$ cat src/rtl/scan_decoder_pkg.sv
// Shared constants, per-cycle action encoding and the MSB-first one-hot helper for scan_decoder.
package scan_decoder_pkg;

    localparam logic MODE_DIRECT = 1'b0;
    localparam logic MODE_SCAN   = 1'b1;

    // Widest output the helper can build; callers size-cast the result down to their width.
    localparam int unsigned MAX_OUT_W = 64;

    typedef enum logic [1:0] {
        ActOff,
        ActDirect,
        ActHold,
        ActStep
    } action_e;

    function automatic logic [MAX_OUT_W-1:0] onehot_msb(input int unsigned index,
                                                        input int unsigned width);
        logic [MAX_OUT_W-1:0] v;
        v = '0;
        if (index < width && width <= MAX_OUT_W) begin
            v = MAX_OUT_W'(1) << (width - 1 - index);
        end
        return v;
    endfunction

endpackage

$ cat src/rtl/scan_prescaler.sv
// Scan-rate prescaler: counts enabled cycles and pulses step once count reaches div.
module scan_prescaler #(
    parameter int unsigned DIV_W = 8
) (
    input  logic             clk_i,
    input  logic             rst_ni,
    input  logic             clr_i,
    input  logic             en_i,
    input  logic [DIV_W-1:0] div_i,
    output logic             step_o
);

    logic [DIV_W-1:0] count_q, count_d;

    // >= rather than == so that lowering div below the running count forces an immediate step.
    assign step_o = en_i && !clr_i && (count_q >= div_i);

    always_comb begin
        count_d = count_q;
        if (clr_i) begin
            count_d = '0;
        end else if (en_i) begin
            count_d = step_o ? '0 : count_q + DIV_W'(1);
        end
    end

    always_ff @(posedge clk_i) begin
        if (!rst_ni) begin
            count_q <= '0;
        end else begin
            count_q <= count_d;
        end
    end

endmodule

$ cat src/rtl/scan_decoder.sv
// Registered binary-to-one-hot decoder with an auto-scan sequencer.
// Define SCAN_DECODER_BLANK_EN to blank the output for one cycle on every scan step (div != 0).
module scan_decoder
    import scan_decoder_pkg::*;
#(
    parameter int unsigned SEL_W = 3,
    parameter int unsigned DIV_W = 8
) (
    input  logic                clk,
    input  logic                rst_n,
    input  logic                en,
    input  logic                mode,
    input  logic [SEL_W-1:0]    sel,
    input  logic [DIV_W-1:0]    div,
    output logic [2**SEL_W-1:0] out,
    output logic [SEL_W-1:0]    idx,
    output logic                wrap
);

    localparam int unsigned OUT_W = 2 ** SEL_W;

    logic [OUT_W-1:0] out_q, out_d;
    logic [SEL_W-1:0] idx_q, idx_d;
    logic             wrap_q, wrap_d;
    logic [SEL_W-1:0] idx_inc;
    logic             scan_en;
    logic             step;
    action_e          act;

    assign scan_en = en && (mode == MODE_SCAN);
    assign idx_inc = idx_q + SEL_W'(1);

    // Count is held at zero outside enabled scan, so each scan entry starts a fresh period.
    scan_prescaler #(
        .DIV_W(DIV_W)
    ) u_prescaler (
        .clk_i (clk),
        .rst_ni(rst_n),
        .clr_i (!scan_en),
        .en_i  (scan_en),
        .div_i (div),
        .step_o(step)
    );

    always_comb begin
        if (!en) begin
            act = ActOff;
        end else if (mode == MODE_DIRECT) begin
            act = ActDirect;
        end else if (step) begin
            act = ActStep;
        end else begin
            act = ActHold;
        end
    end

    always_comb begin
        idx_d  = idx_q;
        out_d  = '0;
        wrap_d = 1'b0;
        unique case (act)
            ActOff: begin
                // idx keeps its value so scanning can resume where it stopped.
            end
            ActDirect: begin
                idx_d = sel;
                out_d = OUT_W'(onehot_msb(32'(sel), OUT_W));
            end
            ActHold: begin
                out_d = OUT_W'(onehot_msb(32'(idx_q), OUT_W));
            end
            ActStep: begin
                idx_d  = idx_inc;
                wrap_d = (idx_q == {SEL_W{1'b1}});
`ifdef SCAN_DECODER_BLANK_EN
                out_d = (div != '0) ? '0 : OUT_W'(onehot_msb(32'(idx_inc), OUT_W));
`else
                out_d = OUT_W'(onehot_msb(32'(idx_inc), OUT_W));
`endif
            end
            default: begin
            end
        endcase
    end

    always_ff @(posedge clk) begin
        if (!rst_n) begin
            out_q  <= '0;
            idx_q  <= '0;
            wrap_q <= 1'b0;
        end else begin
            out_q  <= out_d;
            idx_q  <= idx_d;
            wrap_q <= wrap_d;
        end
    end

    assign out  = out_q;
    assign idx  = idx_q;
    assign wrap = wrap_q;

endmodule

$ cat config.mk
export PLATFORM = sky130hd
export DESIGN_NAME = scan_decoder
export DESIGN_NICKNAME = d
export VERILOG_FILES = /design/src/rtl/scan_decoder_pkg.sv /design/src/rtl/scan_prescaler.sv /design/src/rtl/scan_decoder.sv
export SDC_FILE = /design/constraint.sdc
export NUM_CORES = 1
export LEC_CHECK = 0
export BUFFER_PORTS_ARGS = -buffer_cell sky130_fd_sc_hd__buf_2
export CAP_MARGIN = 40
export CORE_MARGIN = 1
export CORE_UTILIZATION = 47
export DETAILED_ROUTE_END_ITERATION = 10
export PLACE_DENSITY = 0.78
export SLEW_MARGIN = 10
export SYNTH_ARGS = -nofsm -noshare
export SYNTH_HDL_FRONTEND = slang
export SYNTH_SLANG_ARGS = --single-unit
$ cat constraint.sdc
create_clock -name clk -period 3 [get_ports clk]
set_input_delay 0.3 -clock clk [delete_from_list [all_inputs] [get_ports clk]]
set_output_delay 0.3 -clock clk [all_outputs]
set_load 0.02 [all_outputs]
# --- Word level (Yosys, flattened, before mapping) ---
# Cells that the tools add are included.
word_totals:
  register_bits: 20
  wordCells: 29
  inputBits: 15
classes:
  n_lt_le_gt_ge: 1
  shifts: 3
  n_eq_ne: 4
  addsub: 5
  bitwise: 2
  muxes: 5
  n_reduce_logical: 5
ops:
  columns: ["operator", "n"]
  rows:
  - ["1-bit by 32-bit << shifter with 8-bit output (first input constant)", 3]
  - ["8-bit one-hot mux with 3 select lines", 1]
  - ["3-bit by 3-bit subtractor with 4-bit output (first input constant)", 3]
  - ["8-bit by 1-bit adder with 8-bit output (second input constant)", 1]
  - ["8-bit >= comparator", 1]
  - ["3-bit one-hot mux with 2 select lines", 1]
  - ["2-bit equality test (second input constant)", 2]
  - ["2-bit 2-to-1 mux", 2]
  - ["3-bit by 1-bit adder with 3-bit output (second input constant)", 1]
  - ["3-bit equality test (second input constant)", 1]
  - ["3-bit OR reduction", 1]
  - ["2-bit by 1-bit equality test with 1-bit output (second input constant)", 1]
  - ["1-bit logical AND", 2]
  - ["1-bit inverter", 2]
  - ["2-bit AND reduction", 1]
  - ["2-bit nonzero test", 1]
  - ["1-bit 2-to-1 mux", 1]

# --- Depth between registers and ports, before layout ---
depth:
  ltp_word: 7
  depth_mapped: 8
  mapped_depth_nobuf: 7

# --- Hierarchy ---
# A second synthesis with hierarchy kept.
unflattened:
  cells_unflattened: 127
  hier_area_um2: 1173.6
modules_own_cells:
  columns: ["module", "area_each_um2", "instances", "cells_per_inst"]
  rows:
  - ["scan_prescaler", 615.6, 1, 67]
  - ["scan_decoder", 558.0, 1, 60]

# --- Worst setup path before layout ---
# OpenSTA, ideal clock, no wires.
synth_path:
  kind: "input to register"
  startpoint: "input port div[1]"
  endpoint: "register out_q[2], in the netlist out[2]"
  arrival_ns: 2.046
  path_slack_ns: 0.862
  cell_stages: 8
  required_time_ns: 2.908
  setup_time_ns: 0.092
  cell_sequence: "inv_1 -> ha_1 -> or4_4 -> a21oi_4 -> o31a_1 -> buf_6 -> mux2_2 -> nor4_1"
synth_between:
  elab_chain_cells: 7
synth_rtl:
  columns: ["element", "line", "rtl"]
  rows:
  - ["start: declaration", "scan_decoder.sv:14", "input logic [DIV_W-1:0] div,"]
  - ["8-bit >= comparator (*)", "scan_prescaler.sv:16", "assign step_o = en_i && !clr_i && (count_q >= div_i);"]
  - ["1-bit logical AND (*)", "scan_prescaler.sv:16", null]
  - ["1-bit 2-to-1 mux (*)", "scan_decoder.sv:50", "end else if (step) begin"]
  - ["2-bit 2-to-1 mux (*)", "scan_decoder.sv:48", "end else if (mode == MODE_DIRECT) begin"]
  - ["2-bit 2-to-1 mux (*)", "scan_decoder.sv:46", "if (!en) begin"]
  - ["2-bit equality test / 2-bit by 1-bit equality test with 1-bit output (equally long branches)", "scan_decoder.sv:61", "unique case (act)"]
  - ["8-bit one-hot mux with 3 select lines (*)", "scan_decoder.sv:61", null]
  - ["end signal: assignment", "scan_decoder.sv:92", "out_q <= out_d;"]
  - ["end: declaration", "scan_decoder.sv:22", "logic [OUT_W-1:0] out_q, out_d;"]
# Mark *: on every way between the ends. The rest lies on a longest branch, timed or not.
# A chain may end at the register's enable or synchronous reset.

# --- Final worst setup path ---
layout_path:
  startpoint: "register u_prescaler.count_q[2]"
  endpoint: "register out_q[5], in the netlist out[5]"
layout_between:
  elab_chain_cells: 7
layout_rtl:
  columns: ["element", "line", "rtl"]
  rows:
  - ["start: declaration", "scan_prescaler.sv:13", "logic [DIV_W-1:0] count_q, count_d;"]
  - ["start signal: assignment", "scan_prescaler.sv:31", "count_q <= count_d;"]
  - ["8-bit >= comparator (*)", "scan_prescaler.sv:16", null]
  - ["1-bit logical AND (*)", "scan_prescaler.sv:16", null]
  - ["1-bit 2-to-1 mux (*)", "scan_decoder.sv:50", null]
  - ["2-bit 2-to-1 mux (*)", "scan_decoder.sv:48", null]
  - ["2-bit 2-to-1 mux (*)", "scan_decoder.sv:46", null]
  - ["2-bit equality test / 2-bit by 1-bit equality test with 1-bit output (equally long branches)", "scan_decoder.sv:61", null]
  - ["8-bit one-hot mux with 3 select lines (*)", "scan_decoder.sv:61", null]
# Marked as above.

==> flow_results.xml <==
<?xml version="1.0" encoding="UTF-8"?>
<metrics>
  <group name="timing">
    <metric name="period_minus_slack" unit="ps">2520</metric>
    <metric name="max_freq" unit="MHz">396</metric>
    <metric name="worstMarginPinSlew" unit="ps">468</metric>
    <metric name="final_max_slew_viol_count" unit="">0</metric>
    <metric name="worst_slew_margin_rel" unit="%">68.0</metric>
    <metric name="setup-violations-final" unit="">0</metric>
    <metric name="hold_violations" unit="">0</metric>
    <metric name="final_min_period_over_clock_period" unit="%">84.1</metric>
    <metric name="finalSetupTns" unit="ps">0</metric>
    <metric name="rsz0062_at_grt" unit="">false</metric>
    <metric name="setup_slack" unit="ps">476</metric>
    <metric name="worst_clock_skew" unit="ps">12.0</metric>
  </group>
  <group name="logic_synthesis">
    <metric name="synth_top_area_cell" unit="">sky130_fd_sc_hd__dfxtp_1</metric>
    <metric name="netlist-cell-type-count" unit="">35</metric>
    <metric name="post-synth-top-area-fraction" unit="%">36.0</metric>
    <metric name="synth_top_cells_by_count" unit="">20 x sky130_fd_sc_hd__dfxtp_1, 12 x sky130_fd_sc_hd__inv_1, 11 x sky130_fd_sc_hd__ha_1, 11 x sky130_fd_sc_hd__nand3_1, 11 x sky130_fd_sc_hd__nor2_1</metric>
    <metric name="synthesis.area_per_instance" unit="sq um">9.13</metric>
    <metric name="postSynthRegisterBits" unit="">20</metric>
    <metric name="share_of_synthesized_flip_flops_with_an_asynchronous_set_or_reset" unit="%">0</metric>
    <metric name="number_of_warnings_reported_in_the_yosys_synthesis_log" unit="">0</metric>
    <metric name="synthMostInstantiatedCell" unit="">sky130_fd_sc_hd__dfxtp_1</metric>
    <metric name="synth_fp_nets" unit="">148</metric>
    <metric name="syn_inst" unit="">122</metric>
    <metric name="synth_seq_area_share" unit="%">36.0</metric>
    <metric name="ys_top_cells_by_area" unit="">sky130_fd_sc_hd__dfxtp_1 36%, sky130_fd_sc_hd__ha_1 12%, sky130_fd_sc_hd__nand3_1 4.9%</metric>
    <metric name="synth_ff_type" unit="">sky130_fd_sc_hd__dfxtp_1</metric>
    <metric name="synth-edff-count" unit="">0</metric>
    <metric name="syn-cell-area" unit="sq mm">0.00111</metric>
  </group>
  <group name="final_layout">
    <metric name="layout.cell_area.non_filler" unit="sq mm">0.00130</metric>
    <metric name="n_fill_cell" unit="">217</metric>
    <metric name="number_of_nets_in_the_final_layout" unit="">177</metric>
    <metric name="multiInputGateArea" unit="sq um">649</metric>
    <metric name="drive_above_1_share" unit="%">25.3</metric>
    <metric name="flow.area_growth_from_synthesis" unit="%">16.4</metric>
    <metric name="ff_latch_area" unit="sq um">400</metric>
    <metric name="antenna-diode-count" unit="">0</metric>
  </group>
  <group name="power">
    <metric name="pwr-share-comb" unit="%">14.4</metric>
    <metric name="internal_power" unit="W">0.000375</metric>
    <metric name="power_switching" unit="W">0.000137</metric>
    <metric name="power" unit="W">0.000512</metric>
    <metric name="vdd.ir_drop.worst" unit="mV">0.263</metric>
    <metric name="sequentialPowerShare" unit="%">53.9</metric>
    <metric name="leakage_power_summed_over_all_cells" unit="nW">0.639</metric>
    <metric name="cellPowerDensity" unit="mW/mm^2">395</metric>
    <metric name="switching_share" unit="%">26.7</metric>
    <metric name="clockPowerShare" unit="%">31.7</metric>
  </group>
  <group name="setup_path">
    <metric name="setup.worst_path.class" unit="">reg2reg</metric>
    <metric name="cp-end-kind" unit="">flip-flop</metric>
    <metric name="crit_required" unit="ps">3160</metric>
    <metric name="timing.critical_path.arrival" unit="ps">2680</metric>
    <metric name="maximum_fanout_along_the_worst_path" unit="">8</metric>
    <metric name="worstSetupStartpointType" unit="">flip-flop</metric>
  </group>
  <group name="floorplan">
    <metric name="design.core.area" unit="sq mm">0.00221</metric>
    <metric name="fp.dieArea" unit="sq mm">0.00257</metric>
    <metric name="io-pin-count" unit="">27</metric>
    <metric name="floorplan.initialDensity" unit="%">50.3</metric>
    <metric name="floorplan.die.height" unit="um">50.7</metric>
    <metric name="rows" unit="">17</metric>
    <metric name="die-width" unit="um">50.7</metric>
  </group>
  <group name="run">
    <metric name="cap_violations" unit="">0</metric>
  </group>
  <group name="grt">
    <metric name="antenna_found_initial" unit="">0</metric>
    <metric name="grt_pass1_wl" unit="um">3950</metric>
    <metric name="grt_start_max_net_pins" unit="">12</metric>
    <metric name="groute.usage.overall" unit="%">20.4</metric>
    <metric name="first_global_vias" unit="">933</metric>
    <metric name="grt_overflow_total" unit="">0</metric>
  </group>
  <group name="clock_tree">
    <metric name="cts-resized-gates" unit="">0</metric>
    <metric name="clkTransAtPathRegs" unit="ps">130</metric>
    <metric name="cts-hold-fix-buffers" unit="">0</metric>
    <metric name="cts_made_buffers" unit="">3</metric>
    <metric name="cts_htree_levels" unit="">1</metric>
    <metric name="cts_setup_buffers" unit="">0</metric>
    <metric name="clock_latency" unit="ps">310</metric>
    <metric name="clock_sinks" unit="">20</metric>
    <metric name="clock_tree_from_tritoncts" unit="">done</metric>
    <metric name="max-clock-path-buffers" unit="">2</metric>
    <metric name="clockRootBuffer" unit="">sky130_fd_sc_hd__clkbuf_4</metric>
  </group>
  <group name="placement">
    <metric name="dpl_cell_area" unit="sq mm">0.00126</metric>
    <metric name="pre_cts_slack" unit="ps">507</metric>
    <metric name="placement.io_buffers" unit="">26</metric>
    <metric name="gp_congestion" unit="">0.752</metric>
    <metric name="post-dp-hpwl" unit="um">1760</metric>
  </group>
  <group name="detailed_routing">
    <metric name="drtAntennaViolNets" unit="">0</metric>
    <metric name="wire_per_inst" unit="um">12.9</metric>
    <metric name="drtPass1Iterations" unit="">4</metric>
    <metric name="route.detailed.drc" unit="">0</metric>
    <metric name="totalWireLength" unit="um">2290</metric>
    <metric name="vias" unit="">966</metric>
    <metric name="dr.first_iter.drc_count" unit="">16</metric>
    <metric name="avgViaCountPerCell" unit="">5.43</metric>
  </group>
  <group name="hold_path">
    <metric name="hp-class" unit="">in2reg</metric>
  </group>
  <group name="run_status">
    <metric name="run_status" unit="">completed</metric>
  </group>
</metrics>
-- registers in the layout, indices dropped and copies added, names as in the netlist --
| register | flops |
|---|---|
| idx | 3 |
| out | 8 |
| u_prescaler.count_q | 8 |
| wrap | 1 |
-- cells in the final DEF (no fill, tap or decap), drive strengths merged, types with 2 or more instances in the layout --
master   Yosys  final
and3         5      5
clkbuf       0      4
o311a        3      3
nand2        8      8
buf          2     26
o21a         3      3
a2111oi      4      4
xor2         5      5
nor3         2      2
dfxtp       20     20
nand3       11     11
a21oi        3      3
inv         12     12
nor2        11     11
o31a         3      3
nor4         5      5
or3          2      2
ha          11     11
-- critical path, stage by stage, from the launching register on --
cell and delay [ps]:
sky130_fd_sc_hd__dfxtp_1 440, sky130_fd_sc_hd__ha_1 260, sky130_fd_sc_hd__or3_1 370, sky130_fd_sc_hd__a21oi_2 230, sky130_fd_sc_hd__o31a_1 370, sky130_fd_sc_hd__mux2i_1 190, sky130_fd_sc_hd__a2111oi_0 520
-- cell type report --
class / instances / share of cell area [%]
tap: 28 / 2.70
multi-input combinational: 88 / 50.1
clock buffer: 4 / 2.80
timing repair buffer: 26 / 10.0
sequential: 20 / 30.9
inverter: 12 / 3.47
-- through the flow --
stage	hold slack, ps	instances	utilization, %
floorplan	418	122	-
global placement	481	174	57.0
detailed placement	489	174	57.0
CTS	268	178	58.6
global route	289	178	58.6
finish	280	178	58.6
-- per-layer routing --
metal,track usage [%],part of all wire [%],vias to the layer above
li1,-,-,500
met1,24.4,47,447
met2,35.6,49,17
met3,5.45,3.8,2
met4,5.09,0.31,0
met5,0,0,-
-- worst paths after layout --
kind | start | cells past startpoint | slack, ps | end
hold reg to reg | u_prescaler.count_q[0]$_SDFF_PP0_ | 1 | 520 | u_prescaler.count_q[0]$_SDFF_PP0_
hold / removal | rst_n | 3 | 280 | wrap$_SDFF_PN0_
setup / recovery | u_prescaler.count_q[2]$_SDFF_PP0_ | 6 | 480 | out[5]$_SDFF_PN0_
setup reg to reg | u_prescaler.count_q[2]$_SDFF_PP0_ | 6 | 480 | out[5]$_SDFF_PN0_
-- power groups by stage --
stage                     clock network [W]  logic [W]  registers [W]
after floorplan                           0  0.0000435       0.000287
after global placement                    0  0.0000712       0.000282
after detailed placement                  0  0.0000738       0.000282
after CTS                          0.000162  0.0000741       0.000276
after global routing               0.000170  0.0000823       0.000277
final                              0.000162  0.0000739       0.000276
-- kinds of logic (layout without fill, tap and decap cells) --
group | after synthesis | after routing | synth area share, %
and+or+nand+nor | 48 | 48 | 23.1
AOI/OAI and AO/OA | 21 | 21 | 16.2
DFF | 20 | 20 | 36.0
buffers and inverters | 14 | 42 | 5.73
adders and majority gates | 11 | 11 | 12.4
xor gates and xnor gates | 6 | 6 | 4.72
muxes | 2 | 2 | 1.91
(Power assumes the default switching activity.)
